File: config.mk
export PLATFORM = sky130hd
export DESIGN_NAME = versatile_io_wbm
export DESIGN_NICKNAME = d
export VERILOG_FILES = /design/src/rtl/versatile_io_wbm.sv
export SDC_FILE = /design/constraint.sdc
export NUM_CORES = 1
export LEC_CHECK = 0
export ABC_AREA = 0
export BUFFER_PORTS_ARGS = -buffer_cell sky130_fd_sc_hd__buf_2
export CORE_AREA = 10 10 109 111
export DETAILED_ROUTE_END_ITERATION = 12
export DIE_AREA = 0 0 119 121
export PLACE_DENSITY_LB_ADDON = 0.05
export SLEW_MARGIN = 20
export SYNTH_ARGS = -nofsm -noshare
export SYNTH_HDL_FRONTEND = slang
export SYNTH_SLANG_ARGS = --single-unit
File: constraint.sdc
create_clock -name wbm_clk -period 2.8 [get_ports wbm_clk]
set_clock_uncertainty 0.1 [all_clocks]
set_input_delay 0.28 -clock wbm_clk [delete_from_list [all_inputs] [get_ports wbm_clk]]
set_output_delay 0.28 -clock wbm_clk [all_outputs]
set_load 0.005 [all_outputs]
File: src/rtl/versatile_io_wbm.sv
// Single-outstanding Wishbone B3 classic master: command in, one bus cycle, response out.
// Latency: bus strobe 1 cycle after accept, response 1 cycle after ack/err; define WBM_TIMEOUT_EN for a bus timeout.
// Backpressure: cmd_ready only in IDLE; response held in RESP until rsp_ready.
module versatile_io_wbm #(
    parameter int unsigned TIMEOUT = 255
) (
    input  logic        wbm_clk,
    input  logic        wbm_rst,
    input  logic        cmd_valid,
    output logic        cmd_ready,
    input  logic        cmd_we,
    input  logic [1:0]  cmd_size,
    input  logic [31:0] cmd_adr,
    input  logic [31:0] cmd_dat,
    output logic        rsp_valid,
    input  logic        rsp_ready,
    output logic [31:0] rsp_dat,
    output logic        rsp_err,
    output logic [31:0] wbm_adr_o,
    output logic [31:0] wbm_dat_o,
    output logic [3:0]  wbm_sel_o,
    output logic        wbm_we_o,
    output logic        wbm_cyc_o,
    output logic        wbm_stb_o,
    input  logic [31:0] wbm_dat_i,
    input  logic        wbm_ack_i,
    input  logic        wbm_err_i
);

    typedef enum logic [1:0] {
        IDLE = 2'd0,
        BUS  = 2'd1,
        RESP = 2'd2
    } state_t;

    localparam logic [1:0] SZ_BYTE = 2'b00;
    localparam logic [1:0] SZ_HALF = 2'b01;
    localparam logic [1:0] SZ_WORD = 2'b10;

    state_t      state_q, state_d;
    logic [31:0] adr_q, adr_d;
    logic [31:0] wdat_q, wdat_d;
    logic [3:0]  sel_q, sel_d;
    logic        we_q, we_d;
    logic [1:0]  size_q, size_d;
    logic [1:0]  lo_q, lo_d;
    logic [31:0] rsp_dat_q, rsp_dat_d;
    logic        rsp_err_q, rsp_err_d;
`ifdef WBM_TIMEOUT_EN
    localparam logic [15:0] TMO_LAST = 16'(TIMEOUT - 1);
    logic [15:0] cnt_q, cnt_d;
`endif

    logic        accept;
    logic        misalign;
    logic [3:0]  sel_new;
    logic [31:0] wdat_new;
    logic [31:0] rd_ext;

    assign accept = cmd_valid && (state_q == IDLE);

    always_comb begin
        misalign = 1'b0;
        sel_new  = 4'b0000;
        wdat_new = 32'h0;
        case (cmd_size)
            SZ_BYTE: begin
                sel_new  = 4'b1000 >> cmd_adr[1:0];
                wdat_new = {4{cmd_dat[7:0]}};
            end
            SZ_HALF: begin
                misalign = cmd_adr[0];
                sel_new  = cmd_adr[1] ? 4'b0011 : 4'b1100;
                wdat_new = {2{cmd_dat[15:0]}};
            end
            SZ_WORD: begin
                misalign = (cmd_adr[1:0] != 2'b00);
                sel_new  = 4'b1111;
                wdat_new = cmd_dat;
            end
            default: misalign = 1'b1;
        endcase
    end

    // Big-endian lanes: byte offset 0 lives in bits 31:24.
    always_comb begin
        rd_ext = 32'h0;
        case (size_q)
            SZ_BYTE: begin
                case (lo_q)
                    2'd0:    rd_ext = {24'h0, wbm_dat_i[31:24]};
                    2'd1:    rd_ext = {24'h0, wbm_dat_i[23:16]};
                    2'd2:    rd_ext = {24'h0, wbm_dat_i[15:8]};
                    default: rd_ext = {24'h0, wbm_dat_i[7:0]};
                endcase
            end
            SZ_HALF: rd_ext = {16'h0, lo_q[1] ? wbm_dat_i[15:0] : wbm_dat_i[31:16]};
            default: rd_ext = wbm_dat_i;
        endcase
    end

    always_comb begin
        state_d   = state_q;
        adr_d     = adr_q;
        wdat_d    = wdat_q;
        sel_d     = sel_q;
        we_d      = we_q;
        size_d    = size_q;
        lo_d      = lo_q;
        rsp_dat_d = rsp_dat_q;
        rsp_err_d = rsp_err_q;
`ifdef WBM_TIMEOUT_EN
        cnt_d     = cnt_q;
`endif
        case (state_q)
            IDLE: begin
                if (accept) begin
                    rsp_dat_d = 32'h0;
                    if (misalign) begin
                        state_d   = RESP;
                        rsp_err_d = 1'b1;
                    end else begin
                        state_d   = BUS;
                        rsp_err_d = 1'b0;
                        adr_d     = {cmd_adr[31:2], 2'b00};
                        wdat_d    = wdat_new;
                        sel_d     = sel_new;
                        we_d      = cmd_we;
                        size_d    = cmd_size;
                        lo_d      = cmd_adr[1:0];
`ifdef WBM_TIMEOUT_EN
                        cnt_d     = 16'h0;
`endif
                    end
                end
            end
            BUS: begin
                if (wbm_err_i) begin
                    state_d   = RESP;
                    rsp_err_d = 1'b1;
                    rsp_dat_d = 32'h0;
                end else if (wbm_ack_i) begin
                    state_d   = RESP;
                    rsp_err_d = 1'b0;
                    rsp_dat_d = we_q ? 32'h0 : rd_ext;
                end
`ifdef WBM_TIMEOUT_EN
                // Fires in the cycle the count reaches TIMEOUT, so stb is high exactly TIMEOUT cycles.
                else if (cnt_q == TMO_LAST) begin
                    state_d   = RESP;
                    rsp_err_d = 1'b1;
                    rsp_dat_d = 32'h0;
                end else begin
                    cnt_d = cnt_q + 16'h1;
                end
`endif
            end
            RESP: begin
                if (rsp_ready) state_d = IDLE;
            end
            default: state_d = IDLE;
        endcase
    end

    always_ff @(posedge wbm_clk or negedge wbm_rst) begin
        if (!wbm_rst) begin
            state_q   <= IDLE;
            adr_q     <= 32'h0;
            wdat_q    <= 32'h0;
            sel_q     <= 4'h0;
            we_q      <= 1'b0;
            size_q    <= 2'b00;
            lo_q      <= 2'b00;
            rsp_dat_q <= 32'h0;
            rsp_err_q <= 1'b0;
`ifdef WBM_TIMEOUT_EN
            cnt_q     <= 16'h0;
`endif
        end else begin
            state_q   <= state_d;
            adr_q     <= adr_d;
            wdat_q    <= wdat_d;
            sel_q     <= sel_d;
            we_q      <= we_d;
            size_q    <= size_d;
            lo_q      <= lo_d;
            rsp_dat_q <= rsp_dat_d;
            rsp_err_q <= rsp_err_d;
`ifdef WBM_TIMEOUT_EN
            cnt_q     <= cnt_d;
`endif
        end
    end

    assign cmd_ready = (state_q == IDLE);
    assign rsp_valid = (state_q == RESP);
    assign rsp_dat   = rsp_dat_q;
    assign rsp_err   = rsp_err_q;
    assign wbm_cyc_o = (state_q == BUS);
    assign wbm_stb_o = (state_q == BUS);
    assign wbm_adr_o = adr_q;
    assign wbm_dat_o = wdat_q;
    assign wbm_sel_o = sel_q;
    assign wbm_we_o  = we_q;

endmodule
==> run metrics, run 1 <==
Via density=5.31; period utilization=75.4%; DRC errors left=0; post-synth top area cell=dfrtp_1; # port buffers=208; setup TNS=0 ns; Synth top area share=55.2%; Congestion Overflow GR=0; RSZ-0062 raised after global routing=no; Worst R2R Start=state_q[1]$_DFFE_PN0P_; vias in the first global route=4278; fin crit period=2.11 ns; Max Clk Rate=0.474 GHz; Synth Warn #=0; share of layout cells above drive strength 1=40.9%; initial antenna violation count=0; routed length per instance=18.5 um; Yosys reg bits=106; Post-Syn Instances=436; register area share after synthesis=55.2%; final hold violation count=0; Max Slew Vio Count=0; Syn-to-layout area delta=28.1%; Setup Crit Path Kind=register to register; Netlist cell types=34; core footprint=0.00964 sq mm; WHS=0.0199 ns; worst reg-to-reg setup slack=0.69 ns; Overall Power=5.32 mW; Worst-Margin Slew=0.892 ns; Detailed Place HPWL=10.6 mm; vias post-DR=4079; power per standard cell area=865 mW/mm^2; Reg clk slew, reported paths=0.11 ns; Avg Inst Size Synth=11.0 sq um; I/O pin cnt=211; CP max FO=17; CTS sink cnt=106; DRT Pass-1 Iters=4; max_slew headroom=40.5%; cts hold-fix bufs=5; RePlAce Congestion=0.868; Die X=119 um; Rows=36; Synth Flop Type=dfrtp_1; required time of the critical path=3.01 ns; top-count cell post-synth=dfrtp_1; EDFF count, synth=0; Root Buffer=clkbuf_8; antenna cells=0; Critical R2R Capture=rsp_dat[18]$_DFFE_PN0P_; Worst VDD drop=0.502 mV; Post-Syn Area=0.00480 sq mm; hold crit path type=input pin to register; TritonCTS clock tree=yes; hold path depth=2; FF-to-FF path depth=5; status=complete, no violations; GRT Util Overall=19.1%; Final ANT Viol Nets=0; global-route wire length before repair=22.2 mm; initial core utilization=49.8%; max cap viols=0; synth top area cells=dfrtp_1 (55%), a22o_1 (8.6%), mux2_2 (5.9%); largest net degree at the start of global routing=110; DR iter-0 viols=202; # nets final=735; Setup crit end=rsp_dat[18]$_DFFE_PN0P_; synth cell count leaders=dfrtp_1 (106), a22o_1 (47), nand2_1 (47); post-CTS setup buffers=0; Clock Path Buffers=2; CTS Buf Count=9; worst path arrival time=2.32 ns; Worst setup startpoint=state_q[1]$_DFFE_PN0P_; P_leak=3.20 nW; die span in y=121 um; die area=0.0144 sq mm; H-tree levels=3; Startpoint Class=register; share of flip-flops with an asynchronous set or reset=100%; Skew-Pair Late Insertion Delay=0.37 ns; # resized after CTS=0; drt total wl=14.2 mm; final setup violating endpoints=0; CP endpoint kind=register
-- registers in the layout, summed over array words and instances, names as in the netlist --
| name | cells |
|---|---|
| lo_q | 2 |
| rsp_dat | 32 |
| rsp_err | 1 |
| size_q | 2 |
| state_q | 2 |
| wbm_adr_o | 30 |
| wbm_dat_o | 32 |
| wbm_sel_o | 4 |
| wbm_we_o | 1 |
-- metrics by stage --
stage | cell area (sq um) | util [%] | instances | worst slack (ns)
floorplan | 4810 | - | 437 | 1.08
global placement | 5930 | 61.5 | 747 | 0.718
detailed placement | 5930 | 61.5 | 747 | 0.668
CTS | 6150 | 63.8 | 768 | 0.684
global route | 6160 | 63.9 | 768 | 0.495
finish | 6160 | 63.9 | 768 | 0.690
-- cell type report --
cell class,count,area [sq um]
Fill cell,876,3480
Sequential cell,106,2650
Multi-Input combinational cell,283,1950
Timing Repair Buffer,220,1170
Tap cell,133,166
Clock buffer,10,128
Clock inverter,6,51.3
Inverter,10,37.5
-- cells in the final DEF (no fill, tap or decap), types with 4 or more instances in the layout --
master / n
a211oi_1: 8
nand2_1: 47
dlygate4sd3_1: 5
a22o_1: 47
buf_4: 6
o221ai_1: 7
nor2_1: 16
clkbuf_8: 9
a21oi_1: 36
nor2b_1: 12
dfrtp_1: 106
mux2_2: 25
mux2i_1: 15
nor3b_1: 8
o21ai_0: 36
inv_1: 10
buf_2: 207
clkinv_4: 4
mux2_1: 9
-- logic make-up after synthesis --
kind of cell / synth area share, %
buffers and inverters: 4.51
flip-flops: 55.2
multiplexers: 11.1
AO/OA/AOI/OAI: 19.8
other: 0.0781
AND/OR/NAND/NOR: 9.11
XOR/XNOR: 0.182
-- critical path, cell delays in order (launching register included) --
cell      delay (ns)
dfrtp_1         0.41
nand2b_2        0.22
nor4b_4         0.25
buf_4           0.27
and2_1          0.56
a22o_1          0.24
-- power breakdown --
| part | switching, mW | total (mW) | internal, mW | leakage [nW] |
|---|---|---|---|---|
| Sequential | 0.322 | 2.40 | 2.07 | 1.35 |
| Clock | 0.555 | 0.889 | 0.334 | 0.0870 |
| Combinational | 1.05 | 2.04 | 0.992 | 1.77 |
-- worst min-delay path by stage --
stage                      startpoint                        end  slack (ns)
after global routing      cmd_adr[29]  wbm_adr_o[29]$_DFFE_PN0P_        0.01
after global placement        wbm_rst    rsp_dat[21]$_DFFE_PN0P_        0.35
after floorplan               wbm_rst        lo_q[0]$_DFFE_PN0P_       -0.12
after CTS                 cmd_adr[23]  wbm_adr_o[23]$_DFFE_PN0P_       0.005
final                     cmd_adr[23]  wbm_adr_o[23]$_DFFE_PN0P_        0.02
after detailed placement      wbm_rst    rsp_dat[21]$_DFFE_PN0P_        0.36
-- metal layers --
| layer | GRT usage [%] | vias up | part of all wire [%] |
|---|---|---|---|
| li1 | - | 1951 | - |
| met2 | 32.0 | 140 | 50 |
| met4 | 6.34 | 0 | 1.3 |
| met5 | 0 | - | 0 |
| met3 | 6.42 | 12 | 8.0 |
| met1 | 22.6 | 1976 | 40 |
Power figures use the tool's default switching activity.
==> run 2: changes to the inputs <==
- CORE_AREA: 10 10 109 111 -> 10 10 112 114
- DIE_AREA: 0 0 119 121 -> 0 0 122 124
- clock period: 2.8 -> 2.04 ns (I/O delays scaled with it)
==> run metrics, run 2 (synthesis gave the netlist of run 1 again) <==
Clock Path Buffers=2 (unchanged); Skew-Pair Late Insertion Delay=0.37 ns (about the same); Post-Layout Cell Count=830 (+8.1%); min setup slack post-route=0.110 ns (-0.580 ns); P_leak=3.47 nW (+8.5%); Die X=122 um (+2.5%); Setup Crit Path Kind=register to register; GRT Util Overall=19.3% (+0.19 points); fin crit period=1.93 ns (-0.180 ns); power per standard cell area=1130 mW/mm^2 (+31%); Critical Path Max Stage Delay=0.58 ns (+0.02 ns); Detailed Place HPWL=10.8 mm (+1.9%); post-CTS setup buffers=0 (unchanged); initial core utilization=47.0% (-2.9 points); post-layout util=66.3% (+2.5 points); Final ANT Viol Nets=0 (unchanged); # nets final=793 (+7.9%); die area=0.0151 sq mm (+5.1%); CP endpoint kind=register; setup TNS=0 ns (unchanged); vias post-DR=4258 (+4.4%); routed length per instance=18.2 um (-1.7%); CTS sink cnt=106 (unchanged); Root Buffer=clkbuf_8; Max Clk Rate=0.518 GHz (+9.3%); Rows=37 (+2.8%); final setup violating endpoints=0 (unchanged); sequential cell area=0.00265 sq mm (unchanged); Reg clk slew, reported paths=0.10 ns (about the same); period utilization=94.6% (+19 points); Syn-to-layout area delta=41.3%; DRC errors left=0 (unchanged); required time of the critical path=2.25 ns (-0.76 ns); global-route wire length before repair=23.2 mm (+4.3%); Worst VDD drop=0.613 mV (+22%); Max Slew Vio Count=0 (unchanged); DRT Pass-1 Iters=4 (unchanged); largest net degree at the start of global routing=61 (-45%); final hold violation count=0 (unchanged); H-tree levels=3 (unchanged); most common cell after layout, fill and taps aside=buf_2; slowest cell on the critical path=dlygate4sd3_1; multi-input logic area=0.00195 sq mm (about the same); die span in y=124 um (+2.5%); share of layout cells above drive strength 1=38.5% (-2.4 points); number of fill cells=885 (+1.0%); Via density=5.13 (-3.4%); # port buffers=208 (unchanged); status=complete, no violations; crit path buf inv count=2 (+1); max cap viols=0 (unchanged); DR iter-0 viols=271 (+34%); max_slew headroom=61.4% (+21 points); CTS Buf Count=9 (unchanged); RePlAce Congestion=0.841 (-3.1%); Congestion Overflow GR=0 (unchanged); I/O pin cnt=211 (unchanged); worst slack at placement=0.371 ns (-0.298 ns); initial antenna violation count=2 (+2); worst path arrival time=2.14 ns (-0.18 ns); dpl cells=758 (+1.5%); commonest non-fill, non-tap cells in the layout=buf_2 (207), dfrtp_1 (106), dlygate4sd3_1 (55), a22o_1 (47), nand2_1 (47); critical-path cell list=nor2_1 > o211ai_4 > buf_12 > o31ai_1 > dlygate4sd3_1; CP delay by family, top=buffers and inverters; CP max FO=60 (+43); hold crit path type=input pin to register; drt total wl=15.1 mm (+6.3%); TritonCTS clock tree=yes; vias in the first global route=4409 (+3.1%); Startpoint Class=register; RSZ-0062 raised after global routing=no; core footprint=0.0102 sq mm (+6.1%); Worst-Margin Slew=0.577 ns (-0.315 ns)
==> run 2: worst min-delay path: stages <==
cell and delay (ns):
buf_2 0.08, a21oi_1 0.05, o21ai_0 0.12
==> run 2: final cells by class <==
type / count / share of cell area (%)
flip-flops and latches: 106 / 39.1
well taps: 136 / 2.51
clock buffers: 10 / 1.88
multi-input cells: 283 / 28.7
clock inverters: 6 / 1.35
inverters: 10 / 0.553
diodes: 1 / 0.0369
repair buffers: 278 / 25.9
==> run 2: final timing paths <==
path                       depth (start not counted)  slack (ns)                startpoint                         to
min in group asynchronous                          3        0.27                   wbm_rst    rsp_dat[22]$_DFFE_PN0P_
hold / removal                                     3        0.01               cmd_dat[20]  wbm_dat_o[20]$_DFFE_PN0P_
setup reg to reg                                   5        0.11    state_q[0]$_DFFE_PN0P_     state_q[0]$_DFFE_PN0P_
setup / recovery                                   5        0.11    state_q[0]$_DFFE_PN0P_     state_q[0]$_DFFE_PN0P_
hold reg to reg                                    2        0.38  wbm_sel_o[1]$_DFFE_PN0P_   wbm_sel_o[1]$_DFFE_PN0P_
max in group asynchronous                          3        1.28                   wbm_rst  wbm_dat_o[24]$_DFFE_PN0P_
==> run 2: through the flow <==
| step | hold WS [ns] | total power, mW | cell area, sq um |
|---|---|---|---|
| detailed placement | 0.127 | 6.27 | 6010 |
| global route | 0.00496 | 8.26 | 6790 |
| finish | 0.0141 | 7.70 | 6790 |
| global placement | 0.125 | 6.18 | 6010 |
| CTS | 0.00441 | 7.80 | 6780 |
| floorplan | -0.192 | 4.85 | 4810 |
==> run 2: report_power, final <==
part	internal (mW)	switching [mW]
clock network	0.694	0.739
logic	1.49	1.54
registers	2.85	0.390
total	5.03	2.67
==> run 2: routing by layer <==
| metal | up-vias | track usage (%) | wire length, um |
|---|---|---|---|
| li1 | 2060 | - | - |
| met1 | 2046 | 22.7 | 6060 |
| met2 | 135 | 32.4 | 7530 |
| met3 | 17 | 6.38 | 1240 |
| met4 | 0 | 6.78 | 238 |
| met5 | - | 0 | 0 |
==> run 2: what timing repair did <==
action                    CTS  global route
gates resized for setup     0             0
hold buffers               55             0
hold endpoints to repair  159             0
